`src/rtl/mac_arb_pkg.sv`:
```
// Shared types and helpers for the MAC TX round-robin arbiter.
package mac_arb_pkg;

   typedef enum logic [1:0] {
      ST_IDLE = 2'd0,
      ST_XFER = 2'd1,
      ST_GAP  = 2'd2
   } arb_state_t;

   // Index width for a given port count; never returns less than 1.
   function automatic int unsigned clog2(input int unsigned value);
      int unsigned result;
      result = 0;
      while ((32'd1 << result) < value) result++;
      return (result == 0) ? 32'd1 : result;
   endfunction

endpackage

```
`src/rtl/mac_tx_arbiter_rr_arbiter.sv`:
```
// Rotating-priority encoder: first request strictly after ptr wins, wrapping at NUM_PORTS.
module rr_arbiter #(
   parameter int unsigned NUM_PORTS = 4,
   parameter int unsigned PTR_W     = 2
) (
   input  logic [NUM_PORTS-1:0] req,
   input  logic [PTR_W-1:0]     ptr,
   output logic [NUM_PORTS-1:0] win,
   output logic [PTR_W-1:0]     win_idx
);

   logic             w_found;
   logic [PTR_W-1:0] w_cand;

   always_comb begin
      win_idx = '0;
      w_found = 1'b0;
      w_cand  = '0;
      for (int unsigned i = 1; i <= NUM_PORTS; i++) begin
         w_cand = PTR_W'((32'(ptr) + i) % NUM_PORTS);
         if (!w_found && req[w_cand]) begin
            w_found = 1'b1;
            win_idx = w_cand;
         end
      end
   end

   assign win = w_found ? (NUM_PORTS'(1) << win_idx) : '0;

endmodule

```
`src/rtl/mac_tx_arbiter.sv`:
```
// Frame-atomic round-robin arbiter feeding the single MAC TX AXI-Stream input.
// Optional per-port completed-frame counters are built when ARB_STATS_EN is defined.
module mac_tx_arbiter
   import mac_arb_pkg::*;
#(
   parameter int unsigned NUM_PORTS  = 4,
   parameter int unsigned DATA_WIDTH = 32,
   parameter int unsigned IDLE_GAP   = 1,
   parameter int unsigned STAT_WIDTH = 32
) (
   input  logic                                sys_clk,
   input  logic                                sys_rst_n,
   input  logic [NUM_PORTS*DATA_WIDTH-1:0]     s_axis_tdata,
   input  logic [NUM_PORTS*(DATA_WIDTH/8)-1:0] s_axis_tkeep,
   input  logic [NUM_PORTS-1:0]                s_axis_tvalid,
   input  logic [NUM_PORTS-1:0]                s_axis_tlast,
   output logic [NUM_PORTS-1:0]                s_axis_tready,
   output logic [DATA_WIDTH-1:0]               m_axis_tdata,
   output logic [DATA_WIDTH/8-1:0]             m_axis_tkeep,
   output logic                                m_axis_tvalid,
   output logic                                m_axis_tlast,
   input  logic                                m_axis_tready,
   input  logic [NUM_PORTS-1:0]                port_enable,
   output logic [NUM_PORTS-1:0]                grant,
   output logic                                busy,
   output logic [NUM_PORTS*STAT_WIDTH-1:0]     stat_frames
);

   localparam int unsigned KEEP_WIDTH = DATA_WIDTH / 8;
   localparam int unsigned PTR_W      = clog2(NUM_PORTS);
   localparam int unsigned GAP_W      = 4;

   arb_state_t           r_state, w_state_nxt;
   logic [PTR_W-1:0]     r_ptr, w_ptr_nxt;
   logic [PTR_W-1:0]     r_idx, w_idx_nxt;
   logic [NUM_PORTS-1:0] r_grant, w_grant_nxt;
   logic [GAP_W-1:0]     r_gap_cnt, w_gap_cnt_nxt;
   logic                 r_busy;
   logic [NUM_PORTS-1:0] w_req, w_win;
   logic [PTR_W-1:0]     w_win_idx;
   logic                 w_xfer, w_last_acc;

   assign w_req = s_axis_tvalid & port_enable;

   rr_arbiter #(
      .NUM_PORTS (NUM_PORTS),
      .PTR_W     (PTR_W)
   ) u_rr_arbiter (
      .req     (w_req),
      .ptr     (r_ptr),
      .win     (w_win),
      .win_idx (w_win_idx)
   );

   // Zero-latency pass-through of the owning port; everything is zero with no owner.
   assign w_xfer        = (r_state == ST_XFER);
   assign m_axis_tvalid = w_xfer & s_axis_tvalid[r_idx];
   assign m_axis_tlast  = w_xfer & s_axis_tlast[r_idx];
   assign m_axis_tdata  = w_xfer ? s_axis_tdata[32'(r_idx)*DATA_WIDTH +: DATA_WIDTH] : '0;
   assign m_axis_tkeep  = w_xfer ? s_axis_tkeep[32'(r_idx)*KEEP_WIDTH +: KEEP_WIDTH] : '0;
   assign s_axis_tready = r_grant & {NUM_PORTS{m_axis_tready}};
   assign w_last_acc    = m_axis_tvalid & m_axis_tready & m_axis_tlast;

   assign grant = r_grant;
   assign busy  = r_busy;

   always_comb begin
      w_state_nxt   = r_state;
      w_ptr_nxt     = r_ptr;
      w_idx_nxt     = r_idx;
      w_grant_nxt   = r_grant;
      w_gap_cnt_nxt = r_gap_cnt;
      case (r_state)
         ST_IDLE: begin
            if (|w_req) begin
               w_state_nxt = ST_XFER;
               w_grant_nxt = w_win;
               w_idx_nxt   = w_win_idx;
               w_ptr_nxt   = w_win_idx;
            end
         end
         ST_XFER: begin
            if (w_last_acc) begin
               w_grant_nxt = '0;
               if (IDLE_GAP == 0) begin
                  w_state_nxt = ST_IDLE;
               end else begin
                  w_state_nxt   = ST_GAP;
                  w_gap_cnt_nxt = GAP_W'(IDLE_GAP - 1);
               end
            end
         end
         ST_GAP: begin
            if (r_gap_cnt == '0) begin
               w_state_nxt = ST_IDLE;
            end else begin
               w_gap_cnt_nxt = r_gap_cnt - GAP_W'(1);
            end
         end
         default: begin
            w_state_nxt = ST_IDLE;
            w_grant_nxt = '0;
         end
      endcase
   end

   always_ff @(posedge sys_clk or negedge sys_rst_n) begin
      if (!sys_rst_n) begin
         r_state   <= ST_IDLE;
         r_ptr     <= PTR_W'(NUM_PORTS - 1);
         r_idx     <= '0;
         r_grant   <= '0;
         r_gap_cnt <= '0;
         r_busy    <= 1'b0;
      end else begin
         r_state   <= w_state_nxt;
         r_ptr     <= w_ptr_nxt;
         r_idx     <= w_idx_nxt;
         r_grant   <= w_grant_nxt;
         r_gap_cnt <= w_gap_cnt_nxt;
         r_busy    <= (w_state_nxt != ST_IDLE);
      end
   end

`ifdef ARB_STATS_EN
   logic [STAT_WIDTH-1:0] r_stat [NUM_PORTS];

   // Counts accepted end-of-frame beats per owner; wraps naturally.
   always_ff @(posedge sys_clk or negedge sys_rst_n) begin
      if (!sys_rst_n) begin
         for (int unsigned p = 0; p < NUM_PORTS; p++) r_stat[p] <= '0;
      end else if (w_last_acc) begin
         r_stat[r_idx] <= r_stat[r_idx] + STAT_WIDTH'(1);
      end
   end

   for (genvar g = 0; g < NUM_PORTS; g++) begin : g_stat
      assign stat_frames[g*STAT_WIDTH +: STAT_WIDTH] = r_stat[g];
   end
`else
   assign stat_frames = '0;
`endif

endmodule

```
`config.mk`:
```
export PLATFORM = sky130hd
export DESIGN_NAME = mac_tx_arbiter
export DESIGN_NICKNAME = d
export VERILOG_FILES = /design/src/rtl/mac_arb_pkg.sv /design/src/rtl/mac_tx_arbiter_rr_arbiter.sv /design/src/rtl/mac_tx_arbiter.sv
export SDC_FILE = /design/constraint.sdc
export NUM_CORES = 1
export LEC_CHECK = 0
export CORE_AREA = 2 2 129 131
export CTS_CLUSTER_DIAMETER = 200
export DETAILED_ROUTE_END_ITERATION = 10
export DIE_AREA = 0 0 131 133
export GPL_TIMING_DRIVEN = 0
export PLACE_DENSITY_LB_ADDON = 0.3
export SETUP_SLACK_MARGIN = 0.05
export SYNTH_ARGS = -nofsm -noshare
export SYNTH_HDL_FRONTEND = slang
export SYNTH_SLANG_ARGS = --single-unit
```
`constraint.sdc`:
```
create_clock -name sys_clk -period 2.4 [get_ports sys_clk]
set_clock_uncertainty 0.1 [all_clocks]
set_input_delay 0.6 -clock sys_clk [delete_from_list [all_inputs] [get_ports sys_clk]]
set_output_delay 0.6 -clock sys_clk [all_outputs]
set_load 0.005 [all_outputs]
```
# After elaboration in Yosys (flattened, before gate mapping)

Cells that the tools add are included.
Widths: inputs -> output; s select.

Multiplexer cells: 32
Order comparisons: 5
Bitwise gates (word level): 7
Shifts and indexed selects: 3
Reduce and logical (&&, ||, !) cells: 14
Equal/unequal tests: 5
Add/sub/neg operators: 5

Operators with widths:

| cell                | count |
|---|---|
| $shiftx 128x8->32   | 1 |
| $mux 32             | 1 |
| $mux 4              | 5 |
| $shiftx 16x5->4     | 1 |
| $lt 2x3->1 const B  | 5 |
| $mux 2              | 7 |
| $bmux 1 s2          | 6 |
| $pmux 4 s3          | 1 |
| $mux 1              | 10 |
| $and 4x4->4         | 2 |
| $pmux 4 s2          | 1 |
| $pmux 2 s3          | 1 |
| $reduce_and 3->1    | 2 |
| $add 2x1->2 const B | 2 |
| $add 2x2->2 const B | 2 |
| $and 1x1->1         | 4 |
| $logic_not 4->1     | 1 |
| $ne 2x2->1 const B  | 2 |
| $reduce_bool 2->1   | 2 |
| $reduce_or 4->1     | 1 |
| $shl 1x2->4 const A | 1 |
| $sub 4x1->4 const B | 1 |
| $logic_and 1x1->1   | 3 |
| $logic_not 1->1     | 3 |
| other kinds (6)     | 6 |

Flip-flop bits (word level): 15

# Longest topological paths before layout

Gate-level depths: netlist of the first run.

Depth in word-level cells: 17
Depth in mapped cells: 6
Mapped depth without buffers: 6

# Modules after synthesis

From an unflattened synthesis of the first run, not the netlist that was laid out.

Cell total of the unflattened synthesis: 325
Area total of the unflattened synthesis: 3118.0 um2

By module, submodules not included:

| module         | instances | cells each | area each (um2) |
|---|---|---|---|
| mac_tx_arbiter | 1         | 297        | 2924.1 |
| rr_arbiter     | 1         | 28         | 193.9 |

# Worst setup path before layout of the first run

Ideal clock, no wire load.

Kind: register to output
From: register r_idx[0]
To: output m_axis_tdata[27]
Arrival: 1.368 ns
Required time: 1.700 ns
Stages on the path, launching flop included: 5
Path buffers: 2
Path slack: 0.332 ns
Cell sequence: dfrtp_1 -> buf_2 -> buf_2 -> mux4_2 -> and2_1

Cells in the longest elaborated chain, start to end: 2

Ends and longest elaborated chain:

| item                   | RTL line              | RTL |
|---|---|---|
| start, declared        | mac_tx_arbiter.sv:35  | `logic [PTR_W-1:0] r_idx, w_idx_nxt;` |
| start signal, assigned | mac_tx_arbiter.sv:118 | `r_idx <= w_idx_nxt;` |
| $shiftx 128x8->32      | mac_tx_arbiter.sv:59  | `assign m_axis_tdata = w_xfer ? s_axis_tdata[32'(r_idx)*DATA_WIDTH +: DATA_WIDTH] : '0;` |
| $mux 32                | mac_tx_arbiter.sv:59  |  |
| end, declared          | mac_tx_arbiter.sv:18  | `output logic [DATA_WIDTH-1:0] m_axis_tdata,` |

Every way passes these cells.

# Final worst setup path of the first run

From: register r_idx[0]
To: output m_axis_tdata[7]

The elaborated chain is that of the path after synthesis.

==> results of run 1 <==
==> through the flow <==
step,setup slack [ps],cells,util
after detailed placement,-499,860,0.360
after global placement,-489,860,0.360
after global routing,-137,876,0.372
after CTS,-103,873,0.367
final,-99.3,876,0.372
after floorplan,332,435,-
==> registers in the layout, indices dropped and copies added, names as in the netlist <==
| signal | count |
|---|---|
| busy | 1 |
| grant | 4 |
| r_gap_cnt | 4 |
| r_idx | 2 |
| r_ptr | 2 |
| r_state | 2 |
==> layer usage <==
metal  vias up  global-route usage
li1       1528                   -
met1      1479               0.135
met2       145               0.246
met3         9              0.0226
met4         2              0.0195
met5         -                   0
==> cells in the final DEF, fill, tap and decap left out, types with 2 or more instances in the layout <==
cell	count
mux2i_1	2
clkbuf_16	3
nand3b_1	5
a311oi_1	2
mux2_4	2
diode_2	4
nor3_1	2
buf_12	8
dfstp_2	2
buf_16	2
dlygate4sd2_1	139
nand3_1	5
mux4_2	36
o21ai_0	4
inv_1	4
conb_1	128
buf_2	13
buf_4	133
and2_1	15
and2_4	25
a21oi_1	3
a211oi_2	2
o211ai_1	3
dfrtp_1	13
ha_1	2
o22ai_1	2
nor2b_1	2
xor2_1	2
clkdlybuf4s50_1	28
nor2_1	6
buf_6	28
nand2_1	7
clkbuf_2	3
==> power groups by stage <==
stage	logic, mW	registers, mW	clock network (mW)
final	3.89	0.462	0.327
after global routing	4.21	0.479	0.346
after CTS	3.76	0.462	0.330
after detailed placement	3.39	0.459	0
after global placement	3.36	0.455	0
after floorplan	1.85	0.435	0
==> final timing paths <==
path,to,cells past startpoint,start
min in group asynchronous,busy,1,sys_rst_n
worst max register to register,r_gap_cnt[1],6,r_idx[0]
worst min register to register,r_ptr[0],2,r_ptr[0]
max in group asynchronous,grant[3],1,sys_rst_n
worst min-delay path,r_ptr[0],2,r_ptr[0]
worst max-delay path,m_axis_tdata[7],6,r_idx[0]
==> worst register-to-register path, cell delays in order, from the launching register on <==
cell and delay (ps):
dfrtp_1 390, buf_12 160, buf_4 140, mux2_4 310, buf_4 160, nor3_1 320, o22ai_1 120
==> cell usage after synthesis, drive strengths merged <==
cell type / instances / area [sq um]
a2bb2oi: 1 / 26.3
a22oi: 2 / 20.0
ha: 2 / 25.0
nor2b: 2 / 12.5
and2b: 1 / 7.51
xor2: 2 / 17.5
nand2: 7 / 26.3
and2: 40 / 250
o31ai: 1 / 12.5
o22ai: 2 / 12.5
inv: 4 / 15.0
a211o: 1 / 8.76
mux2: 2 / 22.5
nand3b: 5 / 37.5
a21o: 1 / 8.76
or3b: 1 / 8.76
nand3: 5 / 25.0
o21ai: 4 / 20.0
dfrtp: 13 / 325
o221ai: 2 / 23.8
dfstp: 2 / 52.6
a21oi: 3 / 15.0
or3: 1 / 6.26
nor3: 2 / 10.0
buf: 139 / 1030
mux4: 36 / 811
clkbuf: 3 / 11.3
clkdlybuf4s15: 1 / 10.0
and3b: 2 / 18.8
a211oi: 2 / 20.0
a311oi: 2 / 17.5
o21a: 1 / 7.51
nand2b: 1 / 6.26
mux2i: 3 / 30.0
nor2: 7 / 26.3
conb: 1 / 3.75
o211ai: 4 / 35.0
==> final cells by class <==
| cell class | count | area [sq um] |
|---|---|---|
| clock inverters | 1 | 5.00 |
| multi-input cells | 273 | 2130 |
| plain buffers | 143 | 1160 |
| clock buffers | 3 | 75.1 |
| repair buffers | 213 | 1980 |
| diodes | 4 | 10.0 |
| fillers | 1685 | 10100 |
| inverters | 4 | 15.0 |
| well taps | 220 | 275 |
| flip-flops and latches | 15 | 378 |
==> kinds of logic (layout without fill, tap and decap cells) <==
family	after synthesis	after routing	share of synthesized area
buf+inv	147	364	0.354
simple gates	74	74	0.144
mux	41	41	0.286
compound gates	26	26	0.0754
flops	15	15	0.125
fa+ha+maj	2	2	0.00829
xor+xnor	2	2	0.00580
other cells	1	132	0.00124
==> what timing repair did <==
item,4_1_cts,5_1_grt
gates cloned,3,0
pin swaps,14,4
buffers inserted,6,0
endpoints found under the setup margin,42,37
resized for setup,356,28
==> impl_metrics.csv, run 1 <==
group,metric,value,unit
clocking,cts-buffers-inserted,3,
global_route,grt_pass1_vias,3084,
critical_path,slowest_stage,"mux4_2",
finish,stdcell_area,6020,sq um
run_status,violations,"setup timing",
sta,slew_headroom,0.535,
critical_path,reg2reg_slack,570,ps
global_route,grt_max_degree,16,
detailed_routing,routed-wl-met2,6.60,mm
die,initial_utilization,0.187,
critical_path,cp_common_cell,"buf_12",
pwr,clock_power_share,0.070,
clocking,cts.clk_slew.worst_paths,50,ps
sta,hold_viol,0,
sta,holdWs,430,ps
sta,final_max_slew_viol_count,0,
die,die_area,17400,sq um
critical_path,path_class,"reg -> out",
clocking,clockBufferDepth,2,
place,gp_congestion,0.792,
sta,setup-tns-final,-767,ps
pwr,intPower,3.03,mW
global_route,antenna_found_initial,5,
pwr,power_leakage,3.14,nW
critical_path,worstPathRequired,1700,ps
detailed_routing,drt-total-wl,11.9,mm
sta,fin_ws,-99.3,ps
die,fp.dieW,131,microns
clocking,cts_root_buffer,"clkbuf_16",
critical_path,slowest_delay,500,ps
die,die_h,133,microns
clocking,cts_tree,"built",
min_path,hp-class,"reg -> reg",
critical_path,arrival,1800,ps
critical_path,critical_path.top_delay_family,"buffers and inverters",
global_route,grt_overflow_total,0,
critical_path,cp-end-kind,"primary output",
die,core_region_area,16200,sq um
logic_synthesis,syn_area,3020,sq um
detailed_routing,wl_met1,4.24,mm
clocking,cts_hold_buf,0,
clocking,clk_latency,250,ps
pwr,p_total,4.68,mW
sta,fin_crit,2500,ps
pwr,ir_drop,0.395,mV
detailed_routing,routed_via_density,3.61,
critical_path,crit_chain,"buf_12 -> buf_12 -> buf_16 -> mux4_2 -> and2_4 -> buf_6",
detailed_routing,drt.antenna.violating_nets,0,
logic_synthesis,synth_cell_types,44,
detailed_routing,drc_errors,0,
detailed_routing,wl_per_cell,13.5,microns
place,placed_cell_area,5820,sq um
global_route,grt_pass1_wl,17.0,mm
place,detailed_place_hpwl,10.3,mm
clocking,cts.sinks,15,
logic_synthesis,ys_ff_latch,15,
clocking,htree_num_levels,1,
detailed_routing,dr.pass1.iters,4,
pwr,seq_power_share,0.099,
detailed_routing,highest_layer,"met5",
place,io_buffers,205,
run_status,status,"complete, but fails checks",
logic_synthesis,syn_inst,308,
detailed_routing,via_count,3163,
sta,tightest_slew,696,ps
finish,drive_gt1_frac,0.416,
sta,fmax,400,MHz
finish,area_delta_synth_final,99.5,%
logic_synthesis,yosys_warnings,0,
pwr,power.density,778,nW/um^2
sta,rsz0062_at_grt,"yes",
die,ios,334,
sta,setup_violations,16,
logic_synthesis,yosysSeqAreaShare,0.125,
logic_synthesis,synth.avg_cell_area,9.80,sq um
critical_path,crit_fanout,8,
detailed_routing,drtIter0Drc,61,
critical_path,startpoint_type,"register",
sta,period_share,1.04,
detailed_routing,wl_met3,933,microns
die,rows,47,
pwr,netSwitchingFraction,0.353,
finish,layout.nets,814,
global_route,track_usage,0.124,
pwr,switching_power,1.65,mW
critical_path,path_buf_inv,4,
flow_run,maxCapViolCount,0,
pwr,p_comb_frac,0.832,
Note: power is estimated with default switching activity, not from simulation.
==> run 2, diff against run 1 <==
--- a/config.mk
+++ b/config.mk
@@ -6,6 +6,7 @@
 export NUM_CORES = 1
 export LEC_CHECK = 0
 export CORE_AREA = 2 2 129 131
+export CTS_BUF_LIST = sky130_fd_sc_hd__clkbuf_8 sky130_fd_sc_hd__clkbuf_16
 export CTS_CLUSTER_DIAMETER = 200
 export DETAILED_ROUTE_END_ITERATION = 10
 export DIE_AREA = 0 0 131 133
==> results of run 2 <==
Final layout, timing and power as in run 1 (identical DEF).
==> run 3, diff against run 2 <==
--- a/config.mk
+++ b/config.mk
@@ -5,14 +5,15 @@
 export SDC_FILE = /design/constraint.sdc
 export NUM_CORES = 1
 export LEC_CHECK = 0
-export CORE_AREA = 2 2 129 131
+export CORE_AREA = 2 2 131 133
 export CTS_BUF_LIST = sky130_fd_sc_hd__clkbuf_8 sky130_fd_sc_hd__clkbuf_16
 export CTS_CLUSTER_DIAMETER = 200
 export DETAILED_ROUTE_END_ITERATION = 10
-export DIE_AREA = 0 0 131 133
+export DIE_AREA = 0 0 133 135
 export GPL_TIMING_DRIVEN = 0
 export PLACE_DENSITY_LB_ADDON = 0.3
 export SETUP_SLACK_MARGIN = 0.05
 export SYNTH_ARGS = -nofsm -noshare
 export SYNTH_HDL_FRONTEND = slang
+export SYNTH_HIERARCHICAL = 1
 export SYNTH_SLANG_ARGS = --single-unit
==> impl_metrics.csv, run 3 <==
group,metric,value,unit
logic_synthesis,netlist.area_leader.share,0.311,
detailed_routing,drt-total-wl,11.9,mm
die,initial_utilization,0.190,
detailed_routing,dr.pass1.iters,4,
logic_synthesis,synth.avg_cell_area,9.59,sq um
logic_synthesis,synth_edf_count,0,
min_path,hp-class,"reg -> reg",
min_path,hold_depth,2,
logic_synthesis,ys_ff_latch,15,
logic_synthesis,synth_cell_types,45,
logic_synthesis,synthTopCellsByCount,"129 x buf_4, 42 x and2_1, 36 x mux4_2, 13 x dfrtp_1, 12 x nand2_1",
logic_synthesis,syn_area,3120,sq um
logic_synthesis,synthTopCellsByArea,"buf_4 31%, mux4_2 26%, dfrtp_1 10%, and2_1 8.4%, mux2i_1 2.6%",
finish,final_util,0.382,
sta,final_max_slew_viol_count,0,
logic_synthesis,synth_largest_area_cell,"buf_4",
critical_path,reg2reg_slack,260,ps
die,fp.dieW,133,microns
detailed_routing,via_count,3178,
critical_path,r2r-end,"busy",
min_path,hold_end,"r_gap_cnt[0]",
critical_path,worstPathRequired,1700,ps
global_route,grt_pass1_vias,3039,
global_route,grt_pass1_wl,17.1,mm
place,detailed_place_hpwl,10.2,mm
clocking,cts.clk_slew.worst_paths,50,ps
clocking,clockBufferDepth,2,
run_status,status,"complete, but fails checks",
logic_synthesis,synth_flop_cell,"dfrtp_1",
sta,slew_headroom,0.540,
die,die_h,135,microns
global_route,grt_max_degree,16,
die,rows,47,
clocking,cts_root_buffer,"clkbuf_16",
critical_path,path_class,"reg -> out",
sta,fmax,397,MHz
pwr,power_leakage,3.26,nW
sta,rsz0062_at_grt,"yes",
global_route,track_usage,0.122,
sta,tightest_slew,688,ps
critical_path,crit_fanout,6,
die,die_area,18000,sq um
finish,final_common_cell,"buf_4",
die,core_region_area,16400,sq um
critical_path,startpoint_type,"register",
sta,setup-tns-final,-1720,ps
global_route,antenna_found_initial,1,
global_route,grt_overflow_total,0,
logic_synthesis,synth.most_common_cell,"buf_4",
finish,drive_gt1_frac,0.428,
sta,setup_violations,26,
sta,period_share,1.05,
critical_path,cp-end-kind,"primary output",
sta,fin_ws,-119,ps
flow_run,maxCapViolCount,0,
critical_path,reg2reg_depth,8,
sta,hold_viol,0,
min_path,min_from,"r_gap_cnt[0]",
clocking,cts-buffers-inserted,3,
place,dp_slack,-982,ps
place,io_buffers,205,
run_status,violations,"setup timing",
logic_synthesis,ys_async_sr_fraction,1.00,
clocking,cts.sinks,15,
place,gp_congestion,0.778,
sta,fin_crit,2520,ps
logic_synthesis,syn_inst,325,
clocking,cts_hold_buf,0,
finish,area_delta_synth_final,101,%
clocking,htree_num_levels,1,
critical_path,timing.rr.start,"r_idx[0]",
logic_synthesis,yosysSeqAreaShare,0.121,
detailed_routing,drt.antenna.violating_nets,0,
finish,mostFrequentLayoutCells,"146 x buf_4, 128 x conb_1, 106 x dlygate4sd2_1",
die,ios,334,
detailed_routing,drtIter0Drc,77,
pwr,power.density,798,nW/um^2
detailed_routing,routed_via_density,3.50,
clocking,cts_tree,"built",
logic_synthesis,yosys_warnings,6,
detailed_routing,drc_errors,0,
finish,layout.nets,847,
detailed_routing,wl_per_cell,13.1,microns
clocking,clk_latency,240,ps
critical_path,arrival,1820,ps
pwr,ir_drop,0.484,mV
## run 3: worst max path at each step
stage	startpoint	to	slack, ps	depth (start not counted)
2_1_floorplan	r_idx[0]	m_axis_tdata[27]	90	4
3_3_place_gp	r_idx[1]	m_axis_tdata[27]	-970	5
3_5_place_dp	r_idx[1]	m_axis_tdata[27]	-980	5
4_1_cts	r_idx[0]	m_axis_tdata[19]	-140	7
5_1_grt	r_idx[0]	m_axis_tdata[19]	-190	7
6_report	r_idx[0]	m_axis_tdata[19]	-120	7
## run 3: repair_timing
action | 4_1_cts | 5_1_grt
gates resized for setup | 336 | 19
pin swaps | 28 | 0
gates cloned | 0 | 1
endpoints found under the setup margin | 43 | 40
buffers inserted | 21 | 3
## run 3: routing by layer
metal	part of all wire	vias up	wire [microns]	global-route usage
met5	0	-	0	0
li1	-	1598	-	-
met3	0.11	2	1270	0.0439
met2	0.53	164	6370	0.225
met1	0.35	1414	4210	0.138
met4	0.0051	0	61	0.0197
## run 3: power breakdown
part,internal [mW],total (mW),switching [mW],leakage [nW]
registers,0.375,0.468,0.0931,0.187
clock network,0.222,0.324,0.102,0.0409
logic,2.65,4.20,1.55,3.03
## run 3: logic make-up after synthesis
kind of cell / Yosys count / share of synthesized area
mux: 48 / 0.300
simple gates: 84 / 0.165
flops: 15 / 0.121
fa+ha+maj: 2 / 0.00802
xor+xnor: 2 / 0.00562
compound gates: 22 / 0.0574
other cells: 1 / 0.00120
buf+inv: 151 / 0.342
## run 3: worst max-delay path, cell delays in order (launching register included)
cell	delay (ps)
dfrtp_1	370
buf_6	130
buf_12	130
buf_12	130
buf_12	130
mux4_2	410
and2_4	170
buf_6	110
## run 3: final cells by class
class                      instances  area, sq um
clock inverter                     1         5.00
timing repair buffer             230         2110
clock buffer                       3         75.1
buffer                           145         1160
inverter                           5         18.8
tap                              220          275
fill                            1715        10100
antenna                            2         5.00
multi-input combinational        286         2230
sequential                        15          379
## run 3: per-stage QoR
| step | total power, mW | hold WS (ps) | area [sq um] | std cells |
|---|---|---|---|---|
| after floorplan | 2.40 | 204 | 3600 | 452 |
| after global placement | 4.06 | 420 | 5930 | 877 |
| after detailed placement | 4.05 | 450 | 5930 | 877 |
| after CTS | 4.86 | 458 | 6150 | 901 |
| after global routing | 5.37 | 484 | 6260 | 906 |
| final | 4.99 | 452 | 6260 | 907 |
